### config.mk
export PLATFORM = sky130hd
export DESIGN_NAME = game_event_gen
export DESIGN_NICKNAME = d
export VERILOG_FILES = /design/src/rtl/game_event_gen.sv
export SDC_FILE = /design/constraint.sdc
export NUM_CORES = 1
export LEC_CHECK = 0
export CORE_AREA = 2 2 97 99
export CTS_BUF_LIST = sky130_fd_sc_hd__clkbuf_4 sky130_fd_sc_hd__clkbuf_8 sky130_fd_sc_hd__clkbuf_16
export CTS_CLUSTER_SIZE = 14
export DETAILED_ROUTE_END_ITERATION = 10
export DIE_AREA = 0 0 99 101
export GPL_ROUTABILITY_DRIVEN = 0
export GPL_TIMING_DRIVEN = 0
export PLACE_DENSITY = 0.7
export SLEW_MARGIN = 15
export SYNTH_ARGS = -nofsm -noshare
export SYNTH_HDL_FRONTEND = slang
export SYNTH_SLANG_ARGS = --single-unit
### constraint.sdc
create_clock -name clkIn -period 2.5 [get_ports clkIn]
set_input_delay 0.5 -clock clkIn [delete_from_list [all_inputs] [get_ports clkIn]]
set_output_delay 0.5 -clock clkIn [all_outputs]
set_load 0.1 [all_outputs]
### src/rtl/game_event_gen.sv
// Game event generator: synchronizes and debounces the start button and hoop sensor,
// and runs the game countdown timer that emits start, score and expiry pulses.
module game_event_gen #(
  parameter int unsigned GAME_SECONDS    = 30,
  parameter int unsigned DEBOUNCE_CYCLES = 1_000_000,
  parameter int unsigned TICK_CYCLES     = 100_000_000
) (
  input  logic       clkIn,
  input  logic       reset,
  input  logic       start_btn,
  input  logic       hoop_sensor,
  input  logic       game_active,
  output logic       startGame,
  output logic       player_scored,
  output logic       timer_expired,
  output logic [5:0] time_left
);

  localparam int unsigned DbW = $clog2(DEBOUNCE_CYCLES);
  localparam int unsigned PsW = $clog2(TICK_CYCLES);
  localparam logic [DbW-1:0] DbMax    = DbW'(DEBOUNCE_CYCLES - 1);
  localparam logic [PsW-1:0] PsMax    = PsW'(TICK_CYCLES - 1);
  localparam logic [5:0]     GameSecs = 6'(GAME_SECONDS);

  typedef enum logic [1:0] {StIdle, StRun, StExpired} state_e;

  // Bit 0 carries start_btn, bit 1 carries hoop_sensor.
  logic [1:0]     raw;
  logic [1:0]     sync1_q, sync1_d, sync2_q, sync2_d;
  logic [1:0]     lvl_q, lvl_d, lvl_prev_q, lvl_prev_d;
  logic [DbW-1:0] db_cnt_q [2];
  logic [DbW-1:0] db_cnt_d [2];
  logic [1:0]     rise;

  state_e         state_q, state_d;
  logic [5:0]     time_left_q, time_left_d;
  logic [PsW-1:0] presc_q, presc_d;
  logic           start_game_q, start_game_d;
  logic           player_scored_q, player_scored_d;
  logic           timer_expired_q, timer_expired_d;

  assign raw = {hoop_sensor, start_btn};

  always_comb begin
    sync1_d    = raw;
    sync2_d    = sync1_q;
    lvl_d      = lvl_q;
    lvl_prev_d = lvl_q;
    for (int i = 0; i < 2; i++) begin
      db_cnt_d[i] = '0;
      if (sync2_q[i] != lvl_q[i]) begin
        if (db_cnt_q[i] == DbMax) begin
          lvl_d[i] = sync2_q[i];
        end else begin
          db_cnt_d[i] = db_cnt_q[i] + DbW'(1);
        end
      end
    end
  end

  // One-cycle event on each debounced rising edge.
  assign rise = lvl_q & ~lvl_prev_q;

  always_comb begin
    state_d         = state_q;
    time_left_d     = time_left_q;
    presc_d         = presc_q;
    start_game_d    = 1'b0;
    timer_expired_d = 1'b0;
    player_scored_d = rise[1] && (state_q == StRun);
    if (state_q == StRun) begin
      if (presc_q == PsMax) begin
        presc_d = '0;
        if (time_left_q == 6'd1) begin
          time_left_d     = '0;
          timer_expired_d = 1'b1;
          state_d         = StExpired;
        end else begin
          time_left_d = time_left_q - 6'd1;
        end
      end else begin
        presc_d = presc_q + PsW'(1);
      end
    end else if (rise[0] && !game_active) begin
      // Starts outside RUN are accepted only while the game FSM is idle; others are dropped.
      start_game_d = 1'b1;
      state_d      = StRun;
      time_left_d  = GameSecs;
      presc_d      = '0;
    end
  end

  always_ff @(posedge clkIn) begin
    if (reset) begin
      sync1_q         <= '0;
      sync2_q         <= '0;
      lvl_q           <= '0;
      lvl_prev_q      <= '0;
      for (int i = 0; i < 2; i++) db_cnt_q[i] <= '0;
      state_q         <= StIdle;
      time_left_q     <= GameSecs;
      presc_q         <= '0;
      start_game_q    <= 1'b0;
      player_scored_q <= 1'b0;
      timer_expired_q <= 1'b0;
    end else begin
      sync1_q         <= sync1_d;
      sync2_q         <= sync2_d;
      lvl_q           <= lvl_d;
      lvl_prev_q      <= lvl_prev_d;
      for (int i = 0; i < 2; i++) db_cnt_q[i] <= db_cnt_d[i];
      state_q         <= state_d;
      time_left_q     <= time_left_d;
      presc_q         <= presc_d;
      start_game_q    <= start_game_d;
      player_scored_q <= player_scored_d;
      timer_expired_q <= timer_expired_d;
    end
  end

  assign startGame     = start_game_q;
  assign player_scored = player_scored_q;
  assign timer_expired = timer_expired_q;
  assign time_left     = time_left_q;

endmodule

; Word-level counts from Yosys, hierarchy flattened
; Memories as Yosys holds them, arrays and structs flattened.
; Index checks and enable logic that the tools add are counted.
[totals]
mem_bits_rw = 40
out_inout_bits = 9
register_bits = 46
word_cells = 63
memories = 1
[op_classes]
n_mux = 22
n_addsub = 4
n_reduce_logical = 10
eq_ne = 9
bitwise_logic = 6
[mem_list]
columns = memory, depth, word_bits, rd, rd_ports_with_merged_regs, write_ports, line
row1 = db_cnt_q, 2, 20, 2, 0, 2, 31  ; logic [DbW-1:0] db_cnt_q [2];
[ops]
columns = cell, count
row1 = $mux 20, 6
row2 = $mux 27, 3
row3 = $add 20x1->20 const B, 2
row4 = $eq 20x20->1 const B, 2
row5 = $add 27x1->27 const B, 1
row6 = $eq 27x27->1 const B, 1
row7 = $mux 6, 4
row8 = $mux 2, 4
row9 = $eq 6x1->1 const B, 1
row10 = $reduce_and 2->1, 3
row11 = $sub 6x1->6 const B, 1
row12 = $mux 1, 5
row13 = $ne 2x1->1 const B, 2
row14 = $reduce_and 3->1, 1
row15 = $reduce_or 3->1, 1
row16 = $and 2x2->2, 1
row17 = $eq 2x1->1 const B, 1
row18 = $logic_and 1x1->1, 2
row19 = $ne 1x1->1, 2
row20 = $not 1->1, 2
row21 = $not 2->2, 1
row22 = $or 1x1->1, 2
row23 = $reduce_bool 2->1, 1
row24 = $reduce_or 2->1, 1
row25 = $logic_not 1->1, 1

; Logic depth before layout (Yosys ltp)
[logic_depth]
word_depth = 5
mapped_depth = 9

; Least setup slack after synthesis
; Ideal clock, no wire load.
[synth_timing]
path_type = register -> register
from = register presc_q[0]
to = register presc_q[19]
stages_incl_launch_ff = 10
path_slack_ps = 359
t_required_ps = 2383
arrival_time_ps = 2024
period_less_slack_ps = 2141
path_cell_list = dfxtp_1 > ha_1 > nand3_1 > or4_1 > buf_2 > o21a_1 > buf_6 > buf_8 > a32oi_1 > nand2_1
[synth_via]
elab_chain_len = 3
word_cells_on_any_way = 4
classes_between = 1 x add/sub / 1 x eq/ne / 2 x mux
[synth_rtl]
columns = element, line
row1 = start: declaration, 37  ; logic [PsW-1:0] presc_q, presc_d;
row2 = start signal: assignment, 114  ; presc_q <= presc_d;
row3 = $add 27x1->27 or $eq 27x27->1 (tied branches), "82, 72"
row4 = $mux 27 (*), 72  ; if (presc_q == PsMax) begin
row5 = $mux 27 (*), 71  ; if (state_q == StRun) begin
; Every way passes the cells marked *; elsewhere a longest branch is shown, timed or not.
; A chain may end at the register's enable or synchronous reset.

; Final worst setup path
[layout_timing]
from = register time_left_q[5], in the netlist time_left[5]
to = output port time_left[5]
[layout_rtl]
columns = element, line
row1 = start: declaration, 36  ; logic [5:0] time_left_q, time_left_d;
row2 = start signal: assignment, 101  ; time_left_q <= GameSecs;
row3 = start signal: assignment, 113  ; time_left_q <= time_left_d;
row4 = end: declaration, 16  ; output logic [5:0] time_left
; No word-level cell between the ends.

==> results by group <==
Placement
  – Cell count after placement: 584
  – Port bufs: 12
  – Hpwl dp: 5970 um
  – Pre-CTS setup slack: -0.314 ns

Timing
  – Slew headroom: 35.4%
  – Slew @ Worst Pin: 0.966 ns
  – Clock skew: 0.00821 ns
  – Final worst path period share: 97.0%
  – Setup-failing EPs final: 0
  – Final hold viol count: 0
  – Tmin final: 2.43 ns
  – Max-slew violations: 0
  – Max frequency: 0.412 GHz
  – Final worst slack: 0.0750 ns

Setup path
  – Worst path required time: 2.00 ns
  – CP max stage delay: 1.16 ns
  – Cell type of the slowest stage on the worst timing path: clkdlybuf4s50_1
  – Crit path arrival time: 1.93 ns
  – Worst R2R Path Depth: 9
  – Reg2reg end: presc_q[19]
  – CP startpoint: time_left[5]
  – CP Capture Type: primary output
  – Worst-path fanout max: 4
  – Reg-to-reg slack, setup: 0.07 ns
  – CP delay by family, top: buffers and inverters
  – Cell Chain, Critical Path: clkdlybuf4s50_1
  – Critical path launch point type: flip-flop
  – Crit Path Class: flip-flop to primary output
  – Worst r2r src: presc_q[0]
  – CP bufs+invs: 1

Min path
  – Worst hold endpoint: player_scored
  – Worst hold path type: flip-flop to flip-flop
  – Hold path cells: 1
  – Hold Crit Start: lvl_prev_q[1]

Cells and area
  – Core Util, Final: 49.6%
  – Layout area overhead: 12.8%
  – Layout cells sized above 1: 6.57%
  – Most frequent cells in the layout: dfxtp_1 (86), nor2_1 (64), nand3_1 (36)
  – Fillers: 844
  – Post-route insts no fill: 598
  – NumNets Final: 493
  – Commonest non-fill, non-tap cell in the layout: dfxtp_1
  – Antenna cells: 0

Synthesis
  – Register bit count reported by yosys: 86
  – Mapped Cells: 461
  – Synthesized net count: 471
  – Distinct cells, synth: 49
  – Post-synth ARST share: 0%
  – Top-area cell type share of the netlist area: 43.6%
  – Seq/Total Area, Yosys: 43.6%
  – Post-synth EDFFs: 0
  – Main area contributors after synthesis: dfxtp_1 (44%), nor2_1 (6.3%), xor2_1 (4.9%)
  – Mean Syn Cell Area: 8.57 sq um
  – Synth Warn #: 0
  – Area leader, netlist: dfxtp_1
  – Most common flop cell mapped by yosys: dfxtp_1
  – Mapped Area: 0.00395 sq mm

Drt
  – Final wirelength: 8390 um
  – Via count: 3317
  – Via density: 5.55
  – Initial DRC Count: 109
  – DR pass1 iterations: 4
  – Post-route DRC: 0
  – Final ANT Viol Nets: 0
  – Drt wl/cell: 14.0 um

Global route
  – First-pass GRT wire length: 14700 um
  – Number of global-route vias before repair: 3258
  – Total track usage: 17.7%
  – Grt ovf: 0
  – Antenna violations before repair: 0
  – Largest net degree at the start of global routing: 16

Clocking
  – # H-tree levels: 3
  – TritonCTS clock tree: done
  – Clock Latency Late Sink: 0.36 ns
  – Clock sink count: 86
  – Clock transition at path regs: 0.09 ns
  – CTS Root Cell: clkbuf_8
  – CTS Buf Count: 9
  – CTS max path bufs: 2
  – Postcts setup bufs: 0

Floorplan
  – Die area: 0.0100 sq mm
  – Die W: 99 um
  – Initial Util: 44.0%
  – IO Count: 14
  – CORE AREA: 0.00898 sq mm
  – Site row count: 35
  – Die Y: 101 um

Power
  – Power Density: 563 mW/mm^2
  – VDD IR max: 317 uV
  – Total power: 2.51 mW
  – Leakage: 1.41 nW

Status
  – Status: finished, final reports clean

Job
  – Max-Cap Viols: 0
## where the power goes
group / switching, mW / leakage, nW / internal [mW]
Clock: 0.528 / 0.104 / 0.568
Combinational: 0.0251 / 0.616 / 0.0126
Sequential: 0.00228 / 0.693 / 1.37
## synthesized netlist by cell type (2+ instances only)
| library cell | instances |
|---|---|
| ha_1 | 5 |
| a41oi_1 | 2 |
| nand4b_1 | 2 |
| a31oi_1 | 6 |
| xnor2_1 | 20 |
| nand2_1 | 29 |
| and4_1 | 6 |
| o31ai_1 | 3 |
| nor4b_1 | 4 |
| xor2_1 | 22 |
| dfxtp_1 | 86 |
| a21oi_1 | 15 |
| nor4_1 | 8 |
| nor3b_1 | 5 |
| nor2b_1 | 10 |
| and2_1 | 4 |
| nor2_1 | 66 |
| o211ai_1 | 2 |
| o21ai_0 | 16 |
| nand3b_1 | 4 |
| a311oi_1 | 2 |
| nand3_1 | 37 |
| a31o_2 | 2 |
| or2b_1 | 4 |
| nand4_1 | 23 |
| mux2i_1 | 3 |
| or4_1 | 5 |
| and3_1 | 9 |
| o2bb2ai_1 | 2 |
| buf_2 | 2 |
| or3_1 | 5 |
| inv_1 | 12 |
| clkbuf_1 | 10 |
| nor3_1 | 15 |
## per-stage QoR
step / hold slack [ns] / TNS (ns) / cell area [sq um]
detailed placement: 0.382 / -3.64 / 4210
global route: 0.424 / -0.0116 / 4460
global placement: 0.383 / -3.88 / 4210
floorplan: 0.373 / 0 / 3950
finish: 0.405 / 0 / 4460
CTS: 0.408 / 0 / 4440
## per-layer routing
| metal | global-route usage [%] | up-vias | share of wire, % |
|---|---|---|---|
| met4 | 5.37 | 0 | 1.0 |
| met2 | 30.0 | 39 | 48 |
| met3 | 3.74 | 11 | 3.3 |
| li1 | - | 1696 | - |
| met5 | 0 | - | 0 |
| met1 | 22.8 | 1571 | 47 |
## flip-flops by register name, summed over array words and instances (netlist names)
signal / flops
lvl_prev_q: 2
db_cnt_q: 40
sync1_q: 2
presc_q: 27
player_scored: 1
lvl_prev_d: 2
timer_expired: 1
startGame: 1
state_q: 2
time_left: 6
sync2_q: 2
## repair_timing
item,CTS,global route
setup endpoints to repair,17,35
resized for setup,4,8
hold endpoints to repair,0,0
hold buffers,0,0
## worst max-delay path by stage
stage / endpoint / depth (start not counted)
floorplan: presc_q[19] / 9
global placement: presc_q[11] / 7
detailed placement: presc_q[9] / 7
CTS: time_left[3] / 1
global route: presc_q[19] / 9
finish: time_left[5] / 1
## cells by family after synthesis
kind of cell               after synthesis  share of synthesized area (%)
buffers and inverters                   26                           3.01
muxes                                    4                           1.04
adders and majority gates                5                           1.58
AOI/OAI and AO/OA                       57                           9.09
and+or+nand+nor                        241                           32.4
DFF                                     86                           43.6
xor gates and xnor gates                42                           9.31
## layout make-up
type                    count  area (sq um)  area share, %
multi-input cells         349          2130           47.8
flip-flops and latches     86          1720           38.6
well taps                 111           139           3.12
repair buffers             12           130           2.92
clock buffers               9           124           2.78
clock inverters             6          95.1           2.13
plain buffers              13          73.8           1.66
inverters                  12          45.0           1.01
No activity file was read; power rests on OpenSTA's default activity.
